`config.mk`:
```
export PLATFORM = sky130hd
export DESIGN_NAME = tmng_sequencer
export DESIGN_NICKNAME = d
export VERILOG_FILES = /design/src/rtl/tmng_sequencer.sv
export SDC_FILE = /design/constraint.sdc
export NUM_CORES = 1
export LEC_CHECK = 0
export ABC_CLOCK_PERIOD_IN_PS = 2250
export CORE_AREA = 2 2 68 70
export DETAILED_ROUTE_END_ITERATION = 8
export DIE_AREA = 0 0 70 72
export PLACE_DENSITY = 0.76
export SKIP_CTS_REPAIR_TIMING = 1
export SLEW_MARGIN = 15
export SYNTH_ARGS = -nofsm -noshare
export SYNTH_HDL_FRONTEND = slang
export SYNTH_SLANG_ARGS = --single-unit
export TNS_END_PERCENT = 1
```
`constraint.sdc`:
```
create_clock -name clk -period 2.25 [get_ports clk]
set_input_delay 0.45 -clock clk [delete_from_list [all_inputs] [get_ports clk]]
set_output_delay 0.45 -clock clk [all_outputs]
set_load 0.005 [all_outputs]
```
`src/rtl/tmng_sequencer.sv`:
```
// tmng_sequencer: drives one NAND-gate operation per command through the
// pin-level LOAD_A / READ_B / COMMIT / RELEASE handshake.
// Optional feature: define TMNG_SEQ_STATS_EN for the saturating op_count
// counter. Without it, op_count is tied to zero.
module tmng_sequencer #(
  parameter int unsigned HOLD = 3
) (
  input  logic        clk,
  input  logic        rst,
  input  logic        cmd_valid,
  output logic        cmd_ready,
  input  logic [6:0]  cmd_src_a,
  input  logic [6:0]  cmd_src_b,
  input  logic [6:0]  cmd_dst,
  output logic [7:0]  ui_out,
  output logic [7:0]  uio_out,
  input  logic        wb_i,
  output logic        rsp_valid,
  output logic        rsp_bit,
  output logic        busy,
  output logic [15:0] op_count
);

  typedef enum logic [2:0] {
    IDLE,
    LOAD_A,
    READ_B,
    COMMIT,
    RELEASE
  } state_t;

  localparam logic [3:0] HOLD_LAST = 4'(HOLD - 1);

  state_t     state_q, state_d;
  logic [3:0] cnt_q, cnt_d;
  logic [6:0] src_a_q, src_a_d;
  logic [6:0] src_b_q, src_b_d;
  logic [6:0] dst_q, dst_d;
  logic       rsp_bit_q, rsp_bit_d;
  logic [7:0] ui_q, ui_d;
  logic [7:0] uio_q, uio_d;
  logic       rsp_valid_q, rsp_valid_d;

  assign cmd_ready = (state_q == IDLE);
  assign busy      = (state_q != IDLE);
  assign ui_out    = ui_q;
  assign uio_out   = uio_q;
  assign rsp_valid = rsp_valid_q;
  assign rsp_bit   = rsp_bit_q;

  // Next-state, phase counter, operand latch and registered-output decode.
  // Pins are decoded from the next state so they change on the same edge
  // as the state register rather than one cycle later.
  always_comb begin
    state_d     = state_q;
    cnt_d       = cnt_q;
    src_a_d     = src_a_q;
    src_b_d     = src_b_q;
    dst_d       = dst_q;
    rsp_bit_d   = rsp_bit_q;
    ui_d        = '0;
    uio_d       = '0;
    rsp_valid_d = 1'b0;

    case (state_q)
      IDLE: begin
        if (cmd_valid && cmd_ready) begin
          state_d = LOAD_A;
          cnt_d   = HOLD_LAST;
          src_a_d = cmd_src_a;
          src_b_d = cmd_src_b;
          dst_d   = cmd_dst;
        end
      end
      LOAD_A: begin
        if (cnt_q == '0) begin
          state_d = READ_B;
          cnt_d   = HOLD_LAST;
        end else begin
          cnt_d = cnt_q - 4'd1;
        end
      end
      READ_B: begin
        if (cnt_q == '0) begin
          state_d   = COMMIT;
          rsp_bit_d = wb_i;
        end else begin
          cnt_d = cnt_q - 4'd1;
        end
      end
      COMMIT:  state_d = RELEASE;
      RELEASE: state_d = IDLE;
      default: state_d = IDLE;
    endcase

    case (state_d)
      LOAD_A: begin
        ui_d  = 8'h80;
        uio_d = {1'b0, src_a_d};
      end
      READ_B: begin
        ui_d  = {1'b0, src_b_d};
        uio_d = 8'h00;
      end
      COMMIT: begin
        ui_d  = 8'h80;
        uio_d = {1'b1, dst_d};
      end
      RELEASE: begin
        ui_d        = 8'h80;
        uio_d       = {1'b0, dst_d};
        rsp_valid_d = 1'b1;
      end
      default: begin
        ui_d  = 8'h00;
        uio_d = 8'h00;
      end
    endcase
  end

  // State, operand and output registers with synchronous reset.
  always_ff @(posedge clk) begin
    if (rst) begin
      state_q     <= IDLE;
      cnt_q       <= '0;
      src_a_q     <= '0;
      src_b_q     <= '0;
      dst_q       <= '0;
      rsp_bit_q   <= 1'b0;
      ui_q        <= '0;
      uio_q       <= '0;
      rsp_valid_q <= 1'b0;
    end else begin
      state_q     <= state_d;
      cnt_q       <= cnt_d;
      src_a_q     <= src_a_d;
      src_b_q     <= src_b_d;
      dst_q       <= dst_d;
      rsp_bit_q   <= rsp_bit_d;
      ui_q        <= ui_d;
      uio_q       <= uio_d;
      rsp_valid_q <= rsp_valid_d;
    end
  end

`ifdef TMNG_SEQ_STATS_EN
  logic [15:0] op_count_q;

  // Completed-operation counter, saturating at all ones.
  always_ff @(posedge clk) begin
    if (rst) begin
      op_count_q <= '0;
    end else if (rsp_valid_q && (op_count_q != '1)) begin
      op_count_q <= op_count_q + 16'd1;
    end
  end

  assign op_count = op_count_q;
`else
  assign op_count = '0;
`endif

endmodule

```
# Yosys cells after proc, flatten, opt, wreduce, memory -nomap -nowiden
# Cells that the tools add are included.
# classes
n_reduce_logical	8
n_addsub	1
eq_ne	9
n_mux	17
# ops
cell	n
7-bit two-way mux	6
8-bit case mux with 3 select lines	1
8-bit case mux with 2 select lines	1
3-bit by 2-bit equality test with 1-bit output (second input constant)	4
4-bit two-way mux	3
3-bit case mux with 4 select lines	1
4-bit case mux with 3 select lines	1
3-bit two-way mux	3
3-bit by 1-bit equality test with 1-bit output (second input constant)	2
3-bit nonzero test	2
4-bit logical NOT	1
4-bit by 1-bit subtractor with 4-bit output (second input constant)	1
3-bit equality test (second input constant)	1
3-bit logical NOT	1
3-bit AND reduction	1
3-bit OR reduction	1
2-bit by 1-bit != test with 1-bit output (second input constant)	1
2-bit != test (second input constant)	1
2-bit AND reduction	1
1-bit logical AND	1
1-bit two-way mux	1
# totals
wordCells	44
register_bits	46
input_bits	25

# Depth between registers and ports, before layout
# Gate-level depths: netlist of run 1.
# logic_depth
ltp_word	7
ltp_mapped	7

# Worst setup path before layout of run 1
# OpenSTA, ideal clock, no wires.
# synth_timing
path_type	register to register
start	reg cnt_q[0]
end	reg cnt_q[2]
setup_ns	0.115
period_less_slack_ns	1.672
t_required_ns	2.135
t_arrival_ns	1.558
setup_slack_ns	0.578
stages_incl_launch_ff	7
path_cell_list	dfxtp_1 -> inv_1 -> ha_1 -> nor3b_1 -> o32ai_1 -> a21boi_0 -> o21a_1
# synth_between
elab_chain_cells	3
word_cells_on_any_way	7
classes_between	1 x add/sub; 1 x eq/ne; 3 x mux; 2 x reduce/logical
# synth_lines
item	line_no	source
start: declaration	35	logic [3:0] cnt_q, cnt_d;
start signal: assignment	135	cnt_q <= cnt_d;
4-bit by 1-bit subtractor with 4-bit output or 4-bit logical NOT (tied branches)	--	
4-bit two-way mux, or another cell as far along	84	if (cnt_q == '0) begin
4-bit case mux with 3 select lines or 3-bit AND reduction (tied branches)	--	
# Several ways; a longest one is shown, not always the timed one. The select of a mux whose other input is x is not followed.
# A chain may end at the register's enable or synchronous reset.

# Final worst setup path of run 1
# layout_timing
start	reg state_q[1]
end	out cmd_ready
# layout_between
elab_chain_cells	1
# layout_lines
item	line_no	source
start: declaration	34	state_t state_q, state_d;
start signal: assignment	134	state_q <= state_d;
3-bit logical NOT	44	assign cmd_ready = (state_q == IDLE);
end: declaration	11	output logic cmd_ready,
# No other way between the ends.

==> results of run 1 <==
[critical path: cells and delay by family, from the launching register on]
family	cells	cell delay [ps]
flops	1	350
buf+inv	1	520
simple gates	2	410
[power groups by stage]
stage               Combinational (mW)  Sequential (mW)  Clock [mW]
floorplan                        0.741             1.05           0
global placement                 0.919             1.07           0
detailed placement               0.933             1.07           0
CTS                              0.945             1.06       0.527
global route                      1.04             1.07       0.551
finish                           0.943             1.06       0.509
[registers in the layout (all words and copies together) (netlist names)]
| register | cells |
|---|---|
| src_b_q | 7 |
| rsp_valid | 1 |
| rsp_bit | 1 |
| dst_q | 7 |
| cnt_q | 4 |
| state_q | 3 |
| uio_out | 8 |
| src_a_q | 7 |
| ui_out | 8 |
[routing by layer]
layer | share of wire [%] | GRT usage, % | up-vias
li1 | - | - | 677
met1 | 47 | 17.7 | 636
met2 | 48 | 24.3 | 32
met3 | 3.9 | 3.75 | 4
met4 | 1.2 | 5.77 | 0
met5 | 0 | 0 | -
[logic make-up after synthesis]
group | count (synthesis) | share of synthesized area [%]
xor+xnor | 2 | 0.932
mux | 23 | 12.2
simple gates | 64 | 18.1
fa+ha+maj | 2 | 1.33
other cells | 1 | 0.199
compound gates | 18 | 7.25
flops | 46 | 49.0
buf+inv | 29 | 11.0
[cells in the mapped netlist (2+ instances only)]
cell type / n
o22a_1: 7
nor3_1: 4
dfxtp_1: 46
clkbuf_1: 4
buf_4: 16
mux2i_1: 23
nand2_1: 3
ha_1: 2
nor2_1: 34
nor4_1: 2
and2_1: 8
nor2b_1: 2
buf_6: 5
inv_1: 3
nand2b_1: 3
a21oi_1: 3
[worst min path at each step]
| stage | startpoint | to | depth (start not counted) |
|---|---|---|---|
| floorplan | src_a_q[6] | src_a_q[6] | 2 |
| global placement | src_a_q[6] | src_a_q[6] | 2 |
| detailed placement | dst_q[2] | dst_q[2] | 2 |
| CTS | dst_q[2] | dst_q[2] | 2 |
| global route | src_a_q[2] | src_a_q[2] | 2 |
| finish | src_a_q[3] | src_a_q[3] | 2 |
[cell type report]
| type | instances | area, um^2 | share of cell area (%) |
|---|---|---|---|
| clock buffer | 7 | 86.3 | 3.62 |
| tap | 52 | 65.1 | 2.73 |
| timing repair buffer | 50 | 485 | 20.4 |
| sequential | 46 | 921 | 38.6 |
| clock inverter | 1 | 5.00 | 0.210 |
| multi-input combinational | 125 | 810 | 34.0 |
| inverter | 3 | 11.3 | 0.472 |
[placed cells by master (no fill, tap or decap), types with 2 or more instances in the layout]
cell type / synthesis / final
a21oi_1: 3 / 3
and2_1: 8 / 8
buf_4: 16 / 6
clkbuf_8: 0 / 6
clkdlybuf4s50_1: 0 / 44
conb_1: 1 / 16
dfxtp_1: 46 / 46
ha_1: 2 / 2
inv_1: 3 / 3
mux2i_1: 23 / 23
nand2_1: 3 / 3
nand2b_1: 3 / 3
nor2_1: 34 / 34
nor2b_1: 2 / 2
nor3_1: 4 / 4
nor4_1: 2 / 2
o22a_1: 7 / 7
[metrics by stage]
| step | total power [mW] | worst slack, ps | hold slack, ps | area [um^2] |
|---|---|---|---|---|
| after CTS | 2.53 | 230 | 497 | 2380 |
| after global placement | 1.99 | 261 | 469 | 2290 |
| final | 2.51 | 222 | 493 | 2380 |
| after detailed placement | 2.01 | 202 | 478 | 2290 |
| after floorplan | 1.79 | 578 | 456 | 1940 |
| after global routing | 2.67 | 107 | 529 | 2380 |
==> impl_metrics.py, run 1 <==
metrics = {
    "timing": {
        "max_slew_margin_pct": 53.9,
        "fin_crit_sh_pct": 90.1,
        "setup_tns_ps": 0,
        "finalHoldViolCount": 0,
        "finClkSkew_ps": 6.90,
        "drv_slew": 0,
        "tightest_slew_ps": 690,
        "fmax_mhz": 493,
        "layout_min_cycle_time_ps": 2030,
        "rsz0062_at_grt": "false",
        "setup_viol": 0,
    },
    "placed_design": {
        "dp_hpwl_um": 2480,
        "portBuffers": 44,
        "place.gp.congestion": 0.823,
        "dp_cells": 276,
    },
    "layout": {
        "fillers": 405,
        "nets": 258,
        "antenna_cells": 0,
        "syn2layout_area_growth_pct": 26.7,
        "finalNonFillerCells": 284,
        "utilization_pct": 55.9,
        "drive_above_1_share_pct": 6.90,
    },
    "synth": {
        "ys_warn_count": 0,
        "synth-main-ff-cell": "dfxtp_1",
        "synthDistinctLibCells": 36,
        "synth_edf_count": 0,
        "syn_area_per_cell_um2": 10.2,
        "syn-instance-count": 185,
        "synth_seq_cells": 46,
        "synth_area_um2": 1880,
        "synthTopCellsByArea": "dfxtp_1 49%, mux2i_1 12%, nor2_1 6.8%, buf_4 6.4%, o22a_1 3.3%",
        "seq_area_frac_synth_pct": 49.0,
        "yosys.area.top_type": "dfxtp_1",
        "postSynth.asyncResetShare_pct": 0,
        "synth_top_area_share_pct": 49.0,
    },
    "setup_path": {
        "endpoint": "cmd_ready",
        "rr_startpoint": "cnt_q[0]",
        "slowest_delay_ps": 520,
        "ff2ff_setup_slack_ps": 270,
        "path_class": "reg -> out",
        "rr_endpoint": "cnt_q[2]",
        "critPathArrivalTime_ps": 1580,
        "start_kind": "flop",
        "crit_start": "state_q[1]",
        "crit_path_end_kind": "output port",
        "r2r_cells": 6,
        "slowest_stage": "clkdlybuf4s50_1",
        "path_cells": "or2_1 -> nor2_1 -> clkdlybuf4s50_1",
        "critPathMaxFanout": 3,
        "cp_data_required_time_ps": 1800,
    },
    "power_and_ir_drop": {
        "power_frac_comb_pct": 37.6,
        "internal_power_mw": 1.71,
        "swShare_pct": 32.0,
        "irDropWorstVdd_mv": 0.459,
        "clkPwrFrac_pct": 20.3,
        "p_leak_nw": 0.989,
        "p_sw_uw": 802,
        "p_seq_share_pct": 42.1,
        "pwr_density_cell_nw_per_um2": 1050,
    },
    "detailed_routing": {
        "vias": 1349,
        "drt_iter0_drc": 66,
        "antenna_left": 0,
        "drt_pre_antenna_iters": 4,
        "via_per_inst": 4.75,
        "avgRoutedWirePerCell_um": 12.4,
        "routed_wl_um": 3530,
        "drc": 0,
    },
    "clocking": {
        "cts_sinks": 46,
        "cts_made_buffers": 5,
        "h-tree-depth": 2,
        "clk_latency_ps": 290,
        "path_clk_slew_ps": 80,
        "root_buffer": "clkbuf_8",
        "cts.path.max_buffers": 2,
        "tritoncts": "built",
    },
    "die": {
        "core_area_um2": 4260,
        "fp-row-count": 24,
        "floorplan.initialDensity_pct": 44.1,
        "io_pins": 61,
        "fp.dieH_um": 72,
        "die_w_um": 70,
        "dieArea_um2": 5040,
    },
    "global_routing": {
        "grtUsageTotal_pct": 14.4,
        "antenna_found_initial": 0,
        "grt_first_pass_wirelength_um": 5790,
        "grt_overflow_total": 0,
        "first_global_vias": 1284,
        "grt_max_degree": 25,
    },
    "flow_run": {
        "maxCapViolCount": 0,
    },
    "worst_hold_path": {
        "hp-class": "reg -> reg",
    },
    "status": {
        "status": "completed",
    },
}
Power figures use the tool's default switching activity.
==> run 2, diff against run 1 <==
==> constraint.sdc (replaced) <==
create_clock -name clk -period 2.25 [get_ports clk]
set_input_delay 0.45 -clock clk [delete_from_list [all_inputs] [get_ports clk]]
set_output_delay 0.45 -clock clk [all_outputs]
set_load 0.05 [all_outputs]
==> impl_metrics.py, run 2 (synthesized netlist as in run 1, its figures left out) <==
metrics = {
    "placed_design": {
        "place.gp.congestion": 0.795,
        "dp_slack_ps": 213,
        "dp_cells": 272,
        "portBuffers": 44,
        "dp_hpwl_um": 2310,
    },
    "setup_path": {
        "crit_start": "rsp_bit",
        "path_cells": "clkdlybuf4s50_1",
        "path_buf_inv": 1,
        "path_class": "reg -> out",
        "slowest_stage": "clkdlybuf4s50_1",
        "r2r_cells": 6,
        "crit_cells": 1,
        "endpoint": "rsp_bit",
        "critPathArrivalTime_ps": 1440,
        "crit_family": "buffers and inverters",
        "slowest_delay_ps": 810,
        "rr_endpoint": "cnt_q[2]",
        "ff2ff_setup_slack_ps": 360,
        "crit_path_end_kind": "output port",
        "start_kind": "flop",
        "critPathMaxFanout": 2,
        "cp_data_required_time_ps": 1800,
        "rr_startpoint": "cnt_q[0]",
    },
    "global_routing": {
        "grt_overflow_total": 0,
        "grt_first_pass_wirelength_um": 5360,
        "grtUsageTotal_pct": 13.4,
        "antenna_found_initial": 0,
        "first_global_vias": 1192,
        "grt_max_degree": 33,
    },
    "timing": {
        "max_slew_margin_pct": 49.2,
        "worst_slack_ps": 363,
        "setup_tns_ps": 0,
        "layout_min_cycle_time_ps": 1890,
        "rsz0062_at_grt": "false",
        "finalHoldViolCount": 0,
        "setup_viol": 0,
        "tightest_slew_ps": 757,
        "finClkSkew_ps": 5.87,
        "hold_ws_ps": 496,
        "drv_slew": 0,
        "fmax_mhz": 530,
        "fin_crit_sh_pct": 83.9,
    },
    "detailed_routing": {
        "routed_wl_um": 3280,
        "wl_met2_um": 1600,
        "wl_met1_um": 1490,
        "antenna_left": 0,
        "wl_met3_um": 125,
        "avgRoutedWirePerCell_um": 11.7,
        "drc": 0,
        "via_per_inst": 4.66,
        "vias": 1305,
        "drt_pre_antenna_iters": 4,
        "drt_iter0_drc": 88,
        "top_layer": "met4",
    },
    "layout": {
        "antenna_cells": 0,
        "layout_commonest_cell": "dfxtp_1",
        "fillers": 384,
        "layout_common_cells": "46 x dfxtp_1, 42 x clkdlybuf4s50_1, 33 x nor2_1, 23 x mux2i_1, 16 x conb_1",
        "finalNonFillerCells": 280,
        "nets": 254,
        "syn2layout_area_growth_pct": 26.5,
        "drive_above_1_share_pct": 6.14,
    },
    "die": {
        "fp-row-count": 24,
        "core_area_um2": 4260,
        "fp.dieH_um": 72,
        "dieArea_um2": 5040,
        "io_pins": 61,
        "floorplan.initialDensity_pct": 44.1,
        "die_w_um": 70,
    },
    "worst_hold_path": {
        "hp-class": "reg -> reg",
    },
    "power_and_ir_drop": {
        "power_mw": 2.85,
        "pwr_density_cell_nw_per_um2": 1200,
        "irDropWorstVdd_mv": 0.595,
        "p_leak_nw": 0.979,
    },
    "clocking": {
        "cts.path.max_buffers": 2,
        "clk_latency_ps": 290,
        "tritoncts": "built",
        "h-tree-depth": 2,
        "cts_made_buffers": 5,
        "cts_sinks": 46,
        "root_buffer": "clkbuf_8",
        "path_clk_slew_ps": 80,
    },
    "flow_run": {
        "maxCapViolCount": 0,
    },
    "status": {
        "status": "completed",
    },
}
-- run 2: changes by cell type in the layout (fill, tap and decap cells not counted) --
cell	delta
nor2_1	-1
buf_4	-3
buf_12	+1
bufinv_16	+1
clkbuf_8	-1
clkdlybuf4s50_1	-2
clkbuf_1	+1
nor2_2	+1
clkinv_2	-1
-- run 2: metal layers --
layer	up-vias	global-route usage (%)
met2	28	22.1
met3	5	2.64
met1	603	16.9
met4	0	6.41
met5	-	0
li1	669	-
-- run 2: through the flow --
stage	util (%)	cell area (um^2)
2_1_floorplan	-	1940
3_3_place_gp	53.3	2270
3_5_place_dp	53.3	2270
4_1_cts	55.8	2380
5_1_grt	55.8	2380
6_report	55.8	2380
-- run 2: how the worst min path moves through the flow --
stage                     startpoint  slack, ps  depth (start not counted)         end
final                     src_a_q[5]        500                          2  src_a_q[5]
after global routing        cnt_q[3]        530                          2    cnt_q[3]
after CTS                 src_a_q[5]        500                          2  src_a_q[5]
after detailed placement    dst_q[6]        480                          2    dst_q[6]
after global placement    src_a_q[5]        470                          2  src_a_q[5]
after floorplan           src_a_q[6]        460                          2  src_a_q[6]
-- run 2: layout make-up --
class / count / area [um^2] / area share [%]
timing repair buffer: 46 / 463 / 19.5
tap: 52 / 65.1 / 2.74
multi-input combinational: 125 / 812 / 34.1
inverter: 3 / 11.3 / 0.473
clock inverter: 1 / 30.0 / 1.26
clock buffer: 7 / 76.3 / 3.21
sequential: 46 / 921 / 38.7
-- run 2: worst register-to-register path, delay by kind of cell, from the launching register on --
| kind | cells | cell delay (ps) |
|---|---|---|
| compound gates | 3 | 960 |
| flops | 1 | 330 |
| fa+ha+maj | 1 | 230 |
| simple gates | 1 | 180 |
| buf+inv | 1 | 80 |
-- run 2: where the power goes --
part	switching [mW]	internal [mW]	total [mW]
combinational	0.720	0.482	1.20
clock	0.251	0.332	0.583
sequential	0.0994	0.970	1.07
==> run 3, diff against run 2 <==
--- a/config.mk
+++ b/config.mk
@@ -5,7 +5,7 @@
 export SDC_FILE = /design/constraint.sdc
 export NUM_CORES = 1
 export LEC_CHECK = 0
-export ABC_CLOCK_PERIOD_IN_PS = 2250
+export ABC_CLOCK_PERIOD_IN_PS = 1800
 export CORE_AREA = 2 2 68 70
 export DETAILED_ROUTE_END_ITERATION = 8
 export DIE_AREA = 0 0 70 72
==> constraint.sdc (replaced) <==
create_clock -name clk -period 1.8 [get_ports clk]
set_input_delay 0.36 -clock clk [delete_from_list [all_inputs] [get_ports clk]]
set_output_delay 0.36 -clock clk [all_outputs]
set_load 0.05 [all_outputs]
==> impl_metrics.py, run 3 (synthesized netlist as in run 1, its figures left out) <==
metrics = {
    "placed_design": {
        "portBuffers": 44,
        "dp_hpwl_um": 2610,
        "dp_slack_ps": -217,
        "place.gp.congestion": 0.852,
    },
    "setup_path": {
        "slowest_stage": "clkdlybuf4s50_1",
        "critPathArrivalTime_ps": 1400,
        "cp_data_required_time_ps": 1440,
        "crit_path_end_kind": "output port",
        "start_kind": "flop",
        "slowest_delay_ps": 790,
        "path_cells": "clkdlybuf4s50_1",
        "crit_family": "buffers and inverters",
        "critPathMaxFanout": 1,
        "path_buf_inv": 1,
        "path_class": "reg -> out",
    },
    "layout": {
        "drive_above_1_share_pct": 23.0,
        "nets": 278,
        "antenna_cells": 0,
        "final-seq-area_um2": 925,
        "multi_input_area_um2": 840,
        "fillers": 363,
        "syn2layout_area_growth_pct": 36.6,
        "layout_commonest_cell": "dfxtp_1",
        "layout_common_cells": "45 x dfxtp_1, 37 x buf_4, 33 x nor2_1, 29 x clkdlybuf4s50_1, 23 x mux2i_1",
    },
    "clocking": {
        "h-tree-depth": 2,
        "clk_latency_ps": 300,
        "cts.path.max_buffers": 2,
        "path_clk_slew_ps": 90,
        "tritoncts": "built",
        "cts_made_buffers": 5,
        "root_buffer": "clkbuf_8",
        "cts_sinks": 46,
    },
    "detailed_routing": {
        "via_per_inst": 4.54,
        "drc": 0,
        "antenna_left": 0,
        "drt_pre_antenna_iters": 4,
        "avgRoutedWirePerCell_um": 11.6,
        "vias": 1379,
        "routed_wl_um": 3520,
        "drt_iter0_drc": 84,
    },
    "timing": {
        "setup_tns_ps": 0,
        "hold_ws_ps": 496,
        "worst_slack_ps": 35.7,
        "fmax_mhz": 567,
        "fin_crit_sh_pct": 98.0,
        "max_slew_margin_pct": 65.9,
        "finClkSkew_ps": 9.33,
        "finalHoldViolCount": 0,
        "setup_viol": 0,
        "tightest_slew_ps": 511,
        "rsz0062_at_grt": "true",
        "layout_min_cycle_time_ps": 1760,
        "drv_slew": 0,
    },
    "die": {
        "io_pins": 61,
        "core_area_um2": 4260,
        "die_w_um": 70,
        "fp-row-count": 24,
        "floorplan.initialDensity_pct": 44.1,
        "dieArea_um2": 5040,
        "fp.dieH_um": 72,
    },
    "worst_hold_path": {
        "hp-class": "reg -> reg",
    },
    "flow_run": {
        "maxCapViolCount": 0,
    },
    "power_and_ir_drop": {
        "power_mw": 3.87,
        "pwr_density_cell_nw_per_um2": 1510,
        "p_leak_nw": 1.16,
        "irDropWorstVdd_mv": 0.616,
    },
    "global_routing": {
        "grt_first_pass_wirelength_um": 5640,
        "grt_overflow_total": 0,
        "grt_max_degree": 27,
        "first_global_vias": 1259,
        "antenna_found_initial": 0,
        "grtUsageTotal_pct": 14.2,
    },
    "status": {
        "status": "completed",
    },
}
## run 3: cell types whose count changed in the layout (fill, tap and decap cells not counted), moves of 2 or more
cell	previous run	this run
buf_4	3	37
clkbuf_1	2	0
clkdlybuf4s50_1	42	29
dlymetal6s2s_1	0	2
## run 3: report_power, final
group / switching (mW) / internal (mW) / total [mW]
clock: 0.330 / 0.308 / 0.638
combinational: 1.01 / 0.882 / 1.90
sequential: 0.114 / 1.22 / 1.33
total: 1.46 / 2.41 / 3.87
## run 3: cell type report
| type | instances | area share (%) |
|---|---|---|
| Timing Repair Buffer | 70 | 24.6 |
| Inverter | 3 | 0.438 |
| Tap cell | 52 | 2.53 |
| Clock buffer | 6 | 3.21 |
| Multi-Input combinational cell | 125 | 32.7 |
| Sequential cell | 46 | 36.0 |
| Clock inverter | 2 | 0.487 |
## run 3: path summary, 6_finish.rpt
check / startpoint / end / slack [ps] / cells past startpoint
worst max register to register: cnt_q[1] / cnt_q[1] / 130 / 7
worst max-delay path: uio_out[6] / uio_out[6] / 40 / 1
worst min-delay path: src_a_q[0] / src_a_q[0] / 500 / 2
worst min register to register: src_a_q[0] / src_a_q[0] / 500 / 2
## run 3: routing by layer
layer  share of wire (%)  vias up  wire length [um]  GRT usage [%]
li1                    -      720                 -              -
met1                  43      622              1530           17.2
met2                  50       32              1740           23.2
met3                 5.2        5               183           4.44
met4                 1.7        0                59           6.41
met5                   0        -                 0              0
## run 3: stage by stage
stage	area [um^2]	utilization [%]	std cells
floorplan	1940	-	200
detailed placement	2440	57.3	296
global route	2570	60.2	304
CTS	2540	59.5	304
global placement	2440	57.3	296
finish	2570	60.2	304
